===== src/rtl/serial_frame_argmax_if.sv =====
// Valid/ready bundle for serial_frame_argmax: framed sample stream in, {index, value, overflow} result out.
// The master side drives samples and accepts results; the slave side is the arg-max block.
interface serial_frame_argmax_if #(
    parameter int WIDTH        = 8,
    parameter int ARGMAX_WIDTH = 3
);
    logic                    mode;
    logic                    in_valid;
    logic                    in_ready;
    logic [WIDTH-1:0]        in;
    logic                    in_last;
    logic                    out_valid;
    logic                    out_ready;
    logic [ARGMAX_WIDTH-1:0] out_argmax;
    logic [WIDTH-1:0]        out_value;
    logic                    out_overflow;

    modport master (
        output mode, in_valid, in, in_last, out_ready,
        input  in_ready, out_valid, out_argmax, out_value, out_overflow
    );

    modport slave (
        input  mode, in_valid, in, in_last, out_ready,
        output in_ready, out_valid, out_argmax, out_value, out_overflow
    );
endinterface


===== src/rtl/serial_frame_argmax.sv =====
// Streaming arg-max/arg-min over framed samples; result presented after the beat marked last.
// Optional SERIAL_FRAME_ARGMAX_TIE_LAST_EN: ties select the latest in-range index instead of the earliest.
module serial_frame_argmax #(
    parameter int WIDTH        = 8,
    parameter int ARGMAX_WIDTH = 3,
    parameter int SIGNED       = 1
) (
    input  logic                  clk,
    input  logic                  rst,
    serial_frame_argmax_if.slave  bus
);
    typedef enum logic [1:0] {IDLE, ACCUM, HOLD} state_t;

    localparam logic [ARGMAX_WIDTH:0] IDX_ONE = (ARGMAX_WIDTH+1)'(1);

    state_t                  state;
    logic [WIDTH-1:0]        best_val_p0;
    logic [ARGMAX_WIDTH-1:0] best_idx_p0;
    logic [ARGMAX_WIDTH:0]   idx_p0;
    logic                    ovf_p0;
    logic                    mode_p0;

    logic                    in_ready_q;
    logic                    out_valid_q;
    logic [ARGMAX_WIDTH-1:0] out_argmax_q;
    logic [WIDTH-1:0]        out_value_q;
    logic                    out_ovf_q;

    logic                    accept;
    logic                    win;
    logic [WIDTH-1:0]        nxt_val;
    logic [ARGMAX_WIDTH-1:0] nxt_idx;
    logic                    nxt_ovf;

    // One guard bit lets a single signed compare serve both signed and unsigned samples.
    function automatic logic beats(input logic [WIDTH-1:0] a, input logic [WIDTH-1:0] b,
                                   input logic m);
        logic signed [WIDTH:0] sa;
        logic signed [WIDTH:0] sb;
        sa = (SIGNED != 0) ? {a[WIDTH-1], a} : {1'b0, a};
        sb = (SIGNED != 0) ? {b[WIDTH-1], b} : {1'b0, b};
`ifdef SERIAL_FRAME_ARGMAX_TIE_LAST_EN
        return m ? (sa <= sb) : (sa >= sb);
`else
        return m ? (sa < sb) : (sa > sb);
`endif
    endfunction

    always_comb begin
        accept  = bus.in_valid & in_ready_q;
        // idx_p0 MSB set means the frame has run past the last representable index.
        win     = ~idx_p0[ARGMAX_WIDTH] & beats(bus.in, best_val_p0, mode_p0);
        nxt_val = win ? bus.in : best_val_p0;
        nxt_idx = win ? idx_p0[ARGMAX_WIDTH-1:0] : best_idx_p0;
        nxt_ovf = ovf_p0 | idx_p0[ARGMAX_WIDTH];
    end

    always_ff @(posedge clk) begin
        if (!rst) begin
            state        <= IDLE;
            in_ready_q   <= 1'b1;
            out_valid_q  <= 1'b0;
            out_argmax_q <= '0;
            out_value_q  <= '0;
            out_ovf_q    <= 1'b0;
            best_val_p0  <= '0;
            best_idx_p0  <= '0;
            idx_p0       <= '0;
            ovf_p0       <= 1'b0;
            mode_p0      <= 1'b0;
        end else begin
            case (state)
                IDLE: begin
                    if (accept) begin
                        best_val_p0 <= bus.in;
                        best_idx_p0 <= '0;
                        mode_p0     <= bus.mode;
                        idx_p0      <= IDX_ONE;
                        ovf_p0      <= 1'b0;
                        if (bus.in_last) begin
                            out_value_q  <= bus.in;
                            out_argmax_q <= '0;
                            out_ovf_q    <= 1'b0;
                            out_valid_q  <= 1'b1;
                            in_ready_q   <= 1'b0;
                            state        <= HOLD;
                        end else begin
                            state <= ACCUM;
                        end
                    end
                end
                ACCUM: begin
                    if (accept) begin
                        best_val_p0 <= nxt_val;
                        best_idx_p0 <= nxt_idx;
                        ovf_p0      <= nxt_ovf;
                        if (!idx_p0[ARGMAX_WIDTH]) begin
                            idx_p0 <= idx_p0 + IDX_ONE;
                        end
                        if (bus.in_last) begin
                            out_value_q  <= nxt_val;
                            out_argmax_q <= nxt_idx;
                            out_ovf_q    <= nxt_ovf;
                            out_valid_q  <= 1'b1;
                            in_ready_q   <= 1'b0;
                            state        <= HOLD;
                        end
                    end
                end
                HOLD: begin
                    if (bus.out_ready) begin
                        out_valid_q <= 1'b0;
                        in_ready_q  <= 1'b1;
                        idx_p0      <= '0;
                        state       <= IDLE;
                    end
                end
                default: begin
                    state <= IDLE;
                end
            endcase
        end
    end

    assign bus.in_ready     = in_ready_q;
    assign bus.out_valid    = out_valid_q;
    assign bus.out_argmax   = out_argmax_q;
    assign bus.out_value    = out_value_q;
    assign bus.out_overflow = out_ovf_q;
endmodule


===== src/flat_wrapper.sv =====
// flat-port wrapper written by rule: the top's interface ports become plain ports
module serial_frame_argmax_flat 
#(
    parameter int WIDTH        = 8,
    parameter int ARGMAX_WIDTH = 3,
    parameter int SIGNED       = 1
)
  (clk, rst, bus_mode, bus_in_valid, bus_in, bus_in_last, bus_out_ready, bus_in_ready, bus_out_valid, bus_out_argmax, bus_out_value, bus_out_overflow);
  serial_frame_argmax_if #(.WIDTH(WIDTH), .ARGMAX_WIDTH(ARGMAX_WIDTH)) bus_i ();
  input  logic clk;
  input  logic rst;
  input wire logic [$bits(bus_i.mode)-1:0] bus_mode;
  input wire logic [$bits(bus_i.in_valid)-1:0] bus_in_valid;
  input wire logic [$bits(bus_i.in)-1:0] bus_in;
  input wire logic [$bits(bus_i.in_last)-1:0] bus_in_last;
  input wire logic [$bits(bus_i.out_ready)-1:0] bus_out_ready;
  output wire logic [$bits(bus_i.in_ready)-1:0] bus_in_ready;
  output wire logic [$bits(bus_i.out_valid)-1:0] bus_out_valid;
  output wire logic [$bits(bus_i.out_argmax)-1:0] bus_out_argmax;
  output wire logic [$bits(bus_i.out_value)-1:0] bus_out_value;
  output wire logic [$bits(bus_i.out_overflow)-1:0] bus_out_overflow;
  assign bus_i.mode = bus_mode;
  assign bus_i.in_valid = bus_in_valid;
  assign bus_i.in = bus_in;
  assign bus_i.in_last = bus_in_last;
  assign bus_i.out_ready = bus_out_ready;
  assign bus_in_ready = bus_i.in_ready;
  assign bus_out_valid = bus_i.out_valid;
  assign bus_out_argmax = bus_i.out_argmax;
  assign bus_out_value = bus_i.out_value;
  assign bus_out_overflow = bus_i.out_overflow;
  serial_frame_argmax #(.WIDTH(WIDTH), .ARGMAX_WIDTH(ARGMAX_WIDTH), .SIGNED(SIGNED)) u_core (.clk(clk), .rst(rst), .bus(bus_i));
endmodule

===== config.mk =====
export PLATFORM = sky130hd
export DESIGN_NAME = serial_frame_argmax_flat
export DESIGN_NICKNAME = d
export VERILOG_FILES = /design/src/rtl/serial_frame_argmax_if.sv /design/src/rtl/serial_frame_argmax.sv /design/src/flat_wrapper.sv
export SDC_FILE = /design/constraint.sdc
export NUM_CORES = 1
export LEC_CHECK = 0
export BUFFER_PORTS_ARGS = -buffer_cell sky130_fd_sc_hd__buf_4
export CORE_MARGIN = 5
export CORE_UTILIZATION = 25
export DETAILED_ROUTE_END_ITERATION = 7
export SYNTH_ARGS = -nofsm -noshare
export SYNTH_HDL_FRONTEND = slang
export SYNTH_SLANG_ARGS = --single-unit

===== constraint.sdc =====
create_clock -name clk -period 2 [get_ports clk]
set_input_delay 0.2 -clock clk [delete_from_list [all_inputs] [get_ports clk]]
set_output_delay 0.2 -clock clk [all_outputs]
set_load 0.03 [all_outputs]

==> results of run 1 <==
metrics by stage:
step / power [W] / instances / instance area [um2] / setup TNS, ns
final: 0.00207 / 360 / 2510 / -0.171
after global routing: 0.00218 / 360 / 2510 / -2.11
after CTS: 0.00196 / 358 / 2370 / 0
after detailed placement: 0.00139 / 350 / 2180 / -1.21
after global placement: 0.00139 / 350 / 2180 / -0.764
after floorplan: 0.00117 / 220 / 1770 / 0
worst max-delay path: cells and delay by family (launching register included):
family | cells | cell delay (ns)
flops | 1 | 0.33
mux | 2 | 0.43
fa+ha+maj | 1 | 0.23
compound gates | 4 | 0.76
buf+inv | 2 | 0.25
cells in the mapped netlist, types with 2 or more instances:
| library cell | n |
|---|---|
| a211oi_1 | 2 |
| a21oi_1 | 9 |
| a22oi_1 | 3 |
| a31oi_1 | 8 |
| and2_1 | 2 |
| buf_1 | 2 |
| clkbuf_1 | 7 |
| dfxtp_1 | 33 |
| ha_1 | 13 |
| inv_1 | 17 |
| mux2i_1 | 12 |
| nand2_1 | 34 |
| nand2b_1 | 3 |
| nand3_1 | 14 |
| nor2_1 | 9 |
| o21ai_0 | 26 |
| o22ai_1 | 5 |
kinds of logic (layout without fill, tap and decap cells):
family,count (synthesis),count (layout)
flip-flops,33,33
AO/OA/AOI/OAI,60,60
multiplexers,14,14
buffers and inverters,29,73
adder cells (fa/ha/maj),13,13
AND/OR/NAND/NOR,71,71
timing repair:
item                       CTS  global route
buffers inserted             1             2
setup endpoints to repair   22            22
pin swaps                    3             8
hold buffers                 0             0
resized for setup           13            37
sequential cells by signal, summed over array words and instances, names as in the netlist, 2 cells and up:
name                   flops
u_core.best_idx_p0         3
u_core.best_val_p0         8
u_core.bus.out_argmax      3
u_core.bus.out_value       8
u_core.idx_p0              4
u_core.state               2
routing by layer:
layer,vias to the layer above,track usage,part of all wire
met5,-,0,0
met1,791,0.135,0.45
met2,41,0.189,0.50
met4,0,0.0349,0.011
li1,858,-,-
met3,7,0.0280,0.043
power by group through the flow:
stage               clock network (W)  registers [W]  logic, W
floorplan                           0       0.000812  0.000354
global placement                    0       0.000768  0.000623
detailed placement                  0       0.000770  0.000624
CTS                          0.000521       0.000757  0.000678
global route                 0.000553       0.000768  0.000857
finish                       0.000515       0.000761  0.000790
area by class of cell:
| class | instances | area [um2] |
|---|---|---|
| Tap cell | 96 | 120 |
| Timing Repair Buffer | 49 | 368 |
| Fill cell | 720 | 4360 |
| Sequential cell | 33 | 668 |
| Multi-Input combinational cell | 158 | 1210 |
| Clock buffer | 7 | 86.3 |
| Inverter | 17 | 63.8 |
worst min path at each step:
stage	start	to	slack, ns
after floorplan	bus_in[1]	u_core.best_val_p0[1]	0.34
after global placement	u_core.bus.out_valid	u_core.bus.out_valid	0.44
after detailed placement	u_core.bus.out_valid	u_core.bus.out_valid	0.44
after CTS	bus_mode	u_core.mode_p0	0.18
after global routing	bus_in[2]	u_core.bus.out_value[2]	0.19
final	bus_mode	u_core.mode_p0	0.18
==> results.ini, run 1 <==
[synth]
avgSynthCellArea_um2=8.06
synth-simple-area-share=0.185
synth_cell_types=38
synth-xor-area-share=0
synthMuxAreaShare=0.0818
synth_top_cell_by_area=dfxtp_1
yosysSeqAreaShare=0.372
synth-compound-area-share=0.201
ys.flop_type=dfxtp_1
synth-adder-area-share=0.0917
synthArstFlopShare=0
synth_area_leaders=dfxtp_1, ha_1, o21ai_0, nand2_1, mux2i_1
netlist.area_leader.share=0.372
synthCells=220
synth_edf_count=0
yosysWarnings=0
synth_seq_cells=33
syn-num-nets=247
syn_area_um2=1770
synth_top_family_by_area=compound AO/OA/AOI/OAI gates

[worst_setup_path]
critical-path-max-stage-delay_ns=0.33
arrival_ns=2.27
required_ns=2.20
startpoint=u_core.best_val_p0[5]
timing.rr.end=u_core.best_val_p0[7]
crit_fanout=5
r2r_cells=9
worstPathCellList=inv_2, ha_4, a21oi_4, o221ai_2, a31o_4, mux2i_4, a211oi_2, buf_4, mux2i_1
ff2ff_setup_slack_ns=-0.07
cpMaxStageDelayCell=dfxtp_2
worstSetupPathType=flip-flop to flip-flop
setup.worst_path.start_class=flip-flop
crit_end=u_core.best_val_p0[7]
critPathCaptureType=flip-flop
r2r-start=u_core.best_val_p0[5]

[final_layout]
most-common-layout-cells=buf_4, nand2_1, dfxtp_1, o21ai_0, inv_1
area_growth_pct=41.7
final_core_util=0.366
diodes=0
fin_nets=291
final_common_cell=buf_4
drive_above_1_share=0.360

[drt]
drtIter0Drc=63
viasPerCell=4.71
post_drt_wl_per_cell_um=13.6
dr.pass1.iters=4
vias=1697
drcViolationCount=0
antenna_left=0
wl_um=4910

[pwr]
switching_power_w=0.000724
power_frac_seq=0.368
intPower_w=0.00134
irDropWorstVdd_uv=327
leakagePower_nw=0.986
combPwrFrac=0.383
powerDensity_nw_per_um2=822
swShare=0.351
p_clk_frac=0.249

[die]
fp-row-count=30
core_um2=6870
die_area_um2=8880
start_util=0.258
die_h_um=94.2
die-width_um=94.2
io_pins=28

[placement]
pre_cts_ws_ns=-0.113
port_buffers=27
dp_hpwl_um=3190
gp_congestion=0.843

[sta]
worst_slack_ns=-0.0726
rsz0062_at_grt=true
hold_ws_ns=0.182
worst_clock_skew_ns=0.00774
maxSlewViolCount=0
setup_viol=8
period_needed_ns=2.07
slew_headroom=0.709
tightest_slew_ns=0.431
finalCritPeriodShare=1.04
max_freq_mhz=482
hold_viol=0

[clock_tree]
root_buffer=clkbuf_8
insertion_delay_ns=0.29
cts_buffers=5
htreeDepth=2
cts.sinks=33
tritoncts=done
clkTransAtPathRegs_ns=0.07
clockBufferDepth=2

[global_routing]
antenna_found_initial=0
grt_first_pass_wirelength_um=7760
grt_max_degree=38
grt_pass1_vias=1665
grt_usage=0.110
grt_overflow=0

[run_status]
status=finished with violations
violations=negative setup slack

[run]
maxCapViolCount=0

[worst_hold_path]
worstHoldPathType=input pin to flip-flop
hold_depth=3

Note: power is estimated with default switching activity, not from simulation.
==> run 2: changes to the inputs <==
- CELL_PAD_IN_SITES_DETAIL_PLACEMENT: not set -> 1
- CELL_PAD_IN_SITES_GLOBAL_PLACEMENT: not set -> 1
- CTS_CLUSTER_DIAMETER: not set -> 150
- PLACE_DENSITY_LB_ADDON: not set -> 0.1
==> results.ini, run 2 (synthesized netlist as in run 1, its figures left out) <==
[clock_tree]
insertion_delay_ns=0.29
cts_buffers=5
htreeDepth=2
clockBufferDepth=2
clkTransAtPathRegs_ns=0.08
tritoncts=done
root_buffer=clkbuf_8
cts_hold_buf=0
cts.sinks=33

[die]
die_area_um2=8880
die-width_um=94.2
io_pins=28
start_util=0.258
core_um2=6870
fp-row-count=30
die_h_um=94.2

[sta]
worst_clock_skew_ns=0.00479
tightest_slew_ns=0.611
maxSlewViolCount=0
max_freq_mhz=503
hold_viol=0
period_needed_ns=1.99
finalCritPeriodShare=0.994
rsz0062_at_grt=true
setup_viol=0
hold_ws_ns=0.179
slew_headroom=0.591

[worst_setup_path]
arrival_ns=2.20
critPathCaptureType=flip-flop
crit_fanout=7
crit_family=compound AO/OA/AOI/OAI gates
path_buf_inv=2
setup.worst_path.start_class=flip-flop
required_ns=2.21
worstPathCellList=inv_2, ha_4, a21oi_2, o221ai_2, a31o_2, mux2i_2, a211oi_2, buf_6, mux2i_1
cpMaxStageDelayCell=dfxtp_2
worstSetupPathType=flip-flop to flip-flop
critical-path-max-stage-delay_ns=0.34

[final_layout]
fin_nets=298
drive_above_1_share=0.375
area_growth_pct=45.7
final_core_util=0.376
fill_cells=821
final_common_cell=buf_4
diodes=0
most-common-layout-cells=buf_4, nand2_1, dfxtp_1, o21ai_0, inv_1

[global_routing]
antenna_found_initial=0
grt_usage=0.126
grt_pass1_vias=1777
grt_max_degree=38
grt_first_pass_wirelength_um=8620
grt_overflow=0

[run_status]
status=completed

[drt]
post_drt_wl_per_cell_um=14.6
dr.pass1.iters=4
wl_um=5380
drtIter0Drc=62
antenna_left=0
viasPerCell=4.55
vias=1673
drcViolationCount=0

[worst_hold_path]
worstHoldPathType=input pin to flip-flop

[pwr]
irDropWorstVdd_uv=360
powerDensity_nw_per_um2=879
leakagePower_nw=1.02

[run]
maxCapViolCount=0

[placement]
dp_hpwl_um=3740
port_buffers=27
gp_congestion=0.737

[run 2: path summary, 6_finish.rpt]
path,slack [ns],endpoint,from,depth (start not counted)
worst max-delay path,0.01,u_core.best_val_p0[4],u_core.best_val_p0[3],9
worst min-delay path,0.18,u_core.mode_p0,bus_mode,3
worst max register to register,0.01,u_core.best_val_p0[4],u_core.best_val_p0[3],9
worst min register to register,0.45,u_core.bus.out_valid,u_core.bus.out_valid,2
[run 2: timing repair]
action | 4_1_cts | 5_1_grt
gates resized for setup | 14 | 33
buffers inserted | 1 | 4
endpoints found under the setup margin | 22 | 28
pin swaps | 3 | 20
[run 2: worst register-to-register path, cell delays in order (launching register included)]
cell,delay [ns]
dfxtp_2,0.34
inv_2,0.04
ha_4,0.21
a21oi_2,0.14
o221ai_2,0.11
a31o_2,0.25
mux2i_2,0.17
a211oi_2,0.25
buf_6,0.18
mux2i_1,0.22
[run 2: layer usage]
metal	vias to the layer above	wire length, um	track usage
met5	-	0	0
met4	0	89	0.0517
met3	8	157	0.0296
met2	20	2610	0.209
met1	777	2520	0.156
li1	868	-	-
[run 2: metrics by stage]
| stage | total power (W) | std cells | TNS, ns | setup slack, ns | instance area [um2] |
|---|---|---|---|---|---|
| floorplan | 0.00117 | 220 | 0 | 0.00124 | 1770 |
| CTS | 0.00218 | 364 | -0.606 | -0.0758 | 2410 |
| global route | 0.00241 | 368 | -0.930 | -0.0790 | 2580 |
| detailed placement | 0.00143 | 355 | -1.37 | -0.130 | 2220 |
| finish | 0.00227 | 368 | 0 | 0.0124 | 2580 |
| global placement | 0.00143 | 355 | -1.39 | -0.147 | 2220 |
[run 2: power breakdown]
part | total (W) | internal [W] | switching [W]
combinational | 0.000836 | 0.000392 | 0.000444
sequential | 0.000760 | 0.000718 | 0.0000414
clock | 0.000677 | 0.000407 | 0.000270
[run 2: area by class of cell]
type / count / area [um2] / share of cell area
Timing Repair Buffer: 56 / 452 / 0.175
Tap cell: 96 / 120 / 0.0465
Clock inverter: 1 / 30.0 / 0.0116
Multi-Input combinational cell: 158 / 1160 / 0.450
Inverter: 17 / 63.8 / 0.0247
Sequential cell: 33 / 669 / 0.259
Clock buffer: 7 / 86.3 / 0.0334
==> run 3: changes to the inputs <==
- CORE_ASPECT_RATIO: not set -> 0.6
==> results.ini, run 3 (synthesized netlist as in run 1, its figures left out) <==
[placement]
place_area_um2=2240
dp_hpwl_um=4180
port_buffers=27
gp_congestion=0.746
dp.cells=350

[clock_tree]
clockBufferDepth=2
cts_hold_buf=0
cts.sinks=33
clkTransAtPathRegs_ns=0.05
tritoncts=done
root_buffer=clkbuf_16
htreeDepth=2
insertion_delay_ns=0.28
cts_buffers=5

[die]
fp-row-count=23
io_pins=28
die_h_um=75.3
die_area_um2=8940
core_um2=6790
die-width_um=119
start_util=0.261

[global_routing]
grt_usage=0.140
grt_overflow=0
grt_pass1_vias=1819
grt_first_pass_wirelength_um=9670
grt_max_degree=20
antenna_found_initial=0

[sta]
final.setup.tns_ns=-0.958
maxSlewViolCount=0
slew_headroom=0.592
rsz0062_at_grt=true
finalCritPeriodShare=1.05
worst_slack_ns=-0.0984
setup_viol=22
tightest_slew_ns=0.610
max_freq_mhz=477
period_needed_ns=2.10
worst_clock_skew_ns=0.00401
hold_viol=0

[worst_setup_path]
setup.worst_path.start_class=flip-flop
startpoint=u_core.best_val_p0[7]
required_ns=2.17
r2r-start=u_core.best_val_p0[7]
worstSetupPathType=flip-flop to flip-flop
crit_fanout=7
arrival_ns=2.27
critPathCaptureType=flip-flop

[drt]
dr.pass1.iters=4
drtIter0Drc=71
viasPerCell=4.69
antenna_left=0
post_drt_wl_per_cell_um=16.1
vias=1722
wl_um=5900
drcViolationCount=0

[pwr]
irDropWorstVdd_uv=314
total_power_w=0.00243
powerDensity_nw_per_um2=898
leakagePower_nw=1.08

[final_layout]
diodes=0
area_growth_pct=52.3
drive_above_1_share=0.407
fin_nets=306
most-common-layout-cells=buf_4, nand2_1, dfxtp_1, o21ai_0, inv_1
final_cells=367
final_common_cell=buf_4
fill_cells=795
fin_area_um2=2700

[run]
maxCapViolCount=0

[worst_hold_path]
hold_path_startpoint=bus_in[0]
worstHoldPathType=input pin to flip-flop

[run_status]
status=finished with violations
violations=negative setup slack

run 3: changes by cell type in the layout (fill, tap and decap cells not counted), sizes merged:
cell	previous run	this run
bufinv	1	0
mux2	1	2
buf	56	63
clkbuf	7	8
run 3: report_power, final:
group	internal (W)	switching, W
registers	0.000721	0.0000432
clock network	0.000463	0.000269
logic	0.000432	0.000499
run 3: final timing paths:
kind | endpoint | slack [ns] | cells after the start
worst max-delay path | u_core.bus.out_argmax[1] | -0.1 | 9
worst min-delay path | u_core.best_val_p0[0] | 0.20 | 3
worst max register to register | u_core.bus.out_argmax[1] | -0.1 | 9
worst min register to register | u_core.bus.out_valid | 0.45 | 2
run 3: critical path, stage by stage (launching register included):
cell and delay, ns:
dfxtp_2 0.34, inv_2 0.05, ha_4 0.28, nand4_4 0.12, o221ai_2 0.19, a31o_2 0.18, mux2i_4 0.28, buf_8 0.19
mux2i_4 0.27, o21ai_1 0.07
run 3: final cells by class:
class / count / area (um2) / share of cell area
tap: 87 / 109 / 0.0403
inverter: 17 / 63.8 / 0.0236
clock buffer: 8 / 136 / 0.0505
multi-input combinational: 159 / 1230 / 0.454
sequential: 33 / 671 / 0.248
timing repair buffer: 63 / 495 / 0.183
run 3: through the flow:
step / util / hold WS, ns / setup slack [ns]
3_5_place_dp: 0.330 / 0.445 / -0.306
2_1_floorplan: - / 0.342 / 0.00124
6_report: 0.398 / 0.197 / -0.0984
5_1_grt: 0.398 / 0.216 / -0.163
3_3_place_gp: 0.330 / 0.439 / -0.321
4_1_cts: 0.386 / 0.193 / -0.0704
run 3: what timing repair did:
action	4_1_cts	5_1_grt
setup buffers	5	3
endpoints found under the hold margin	0	0
endpoints found under the setup margin	22	28
pin swaps	15	11
cloned	1	0
resized for setup	48	18
run 3: per-layer routing:
layer / wire length (um) / up-vias / GRT usage
li1: - / 889 / -
met5: 0 / - / 0
met2: 2310 / 25 / 0.195
met4: 59 / 0 / 0.0411
met1: 3310 / 801 / 0.207
met3: 229 / 7 / 0.0383
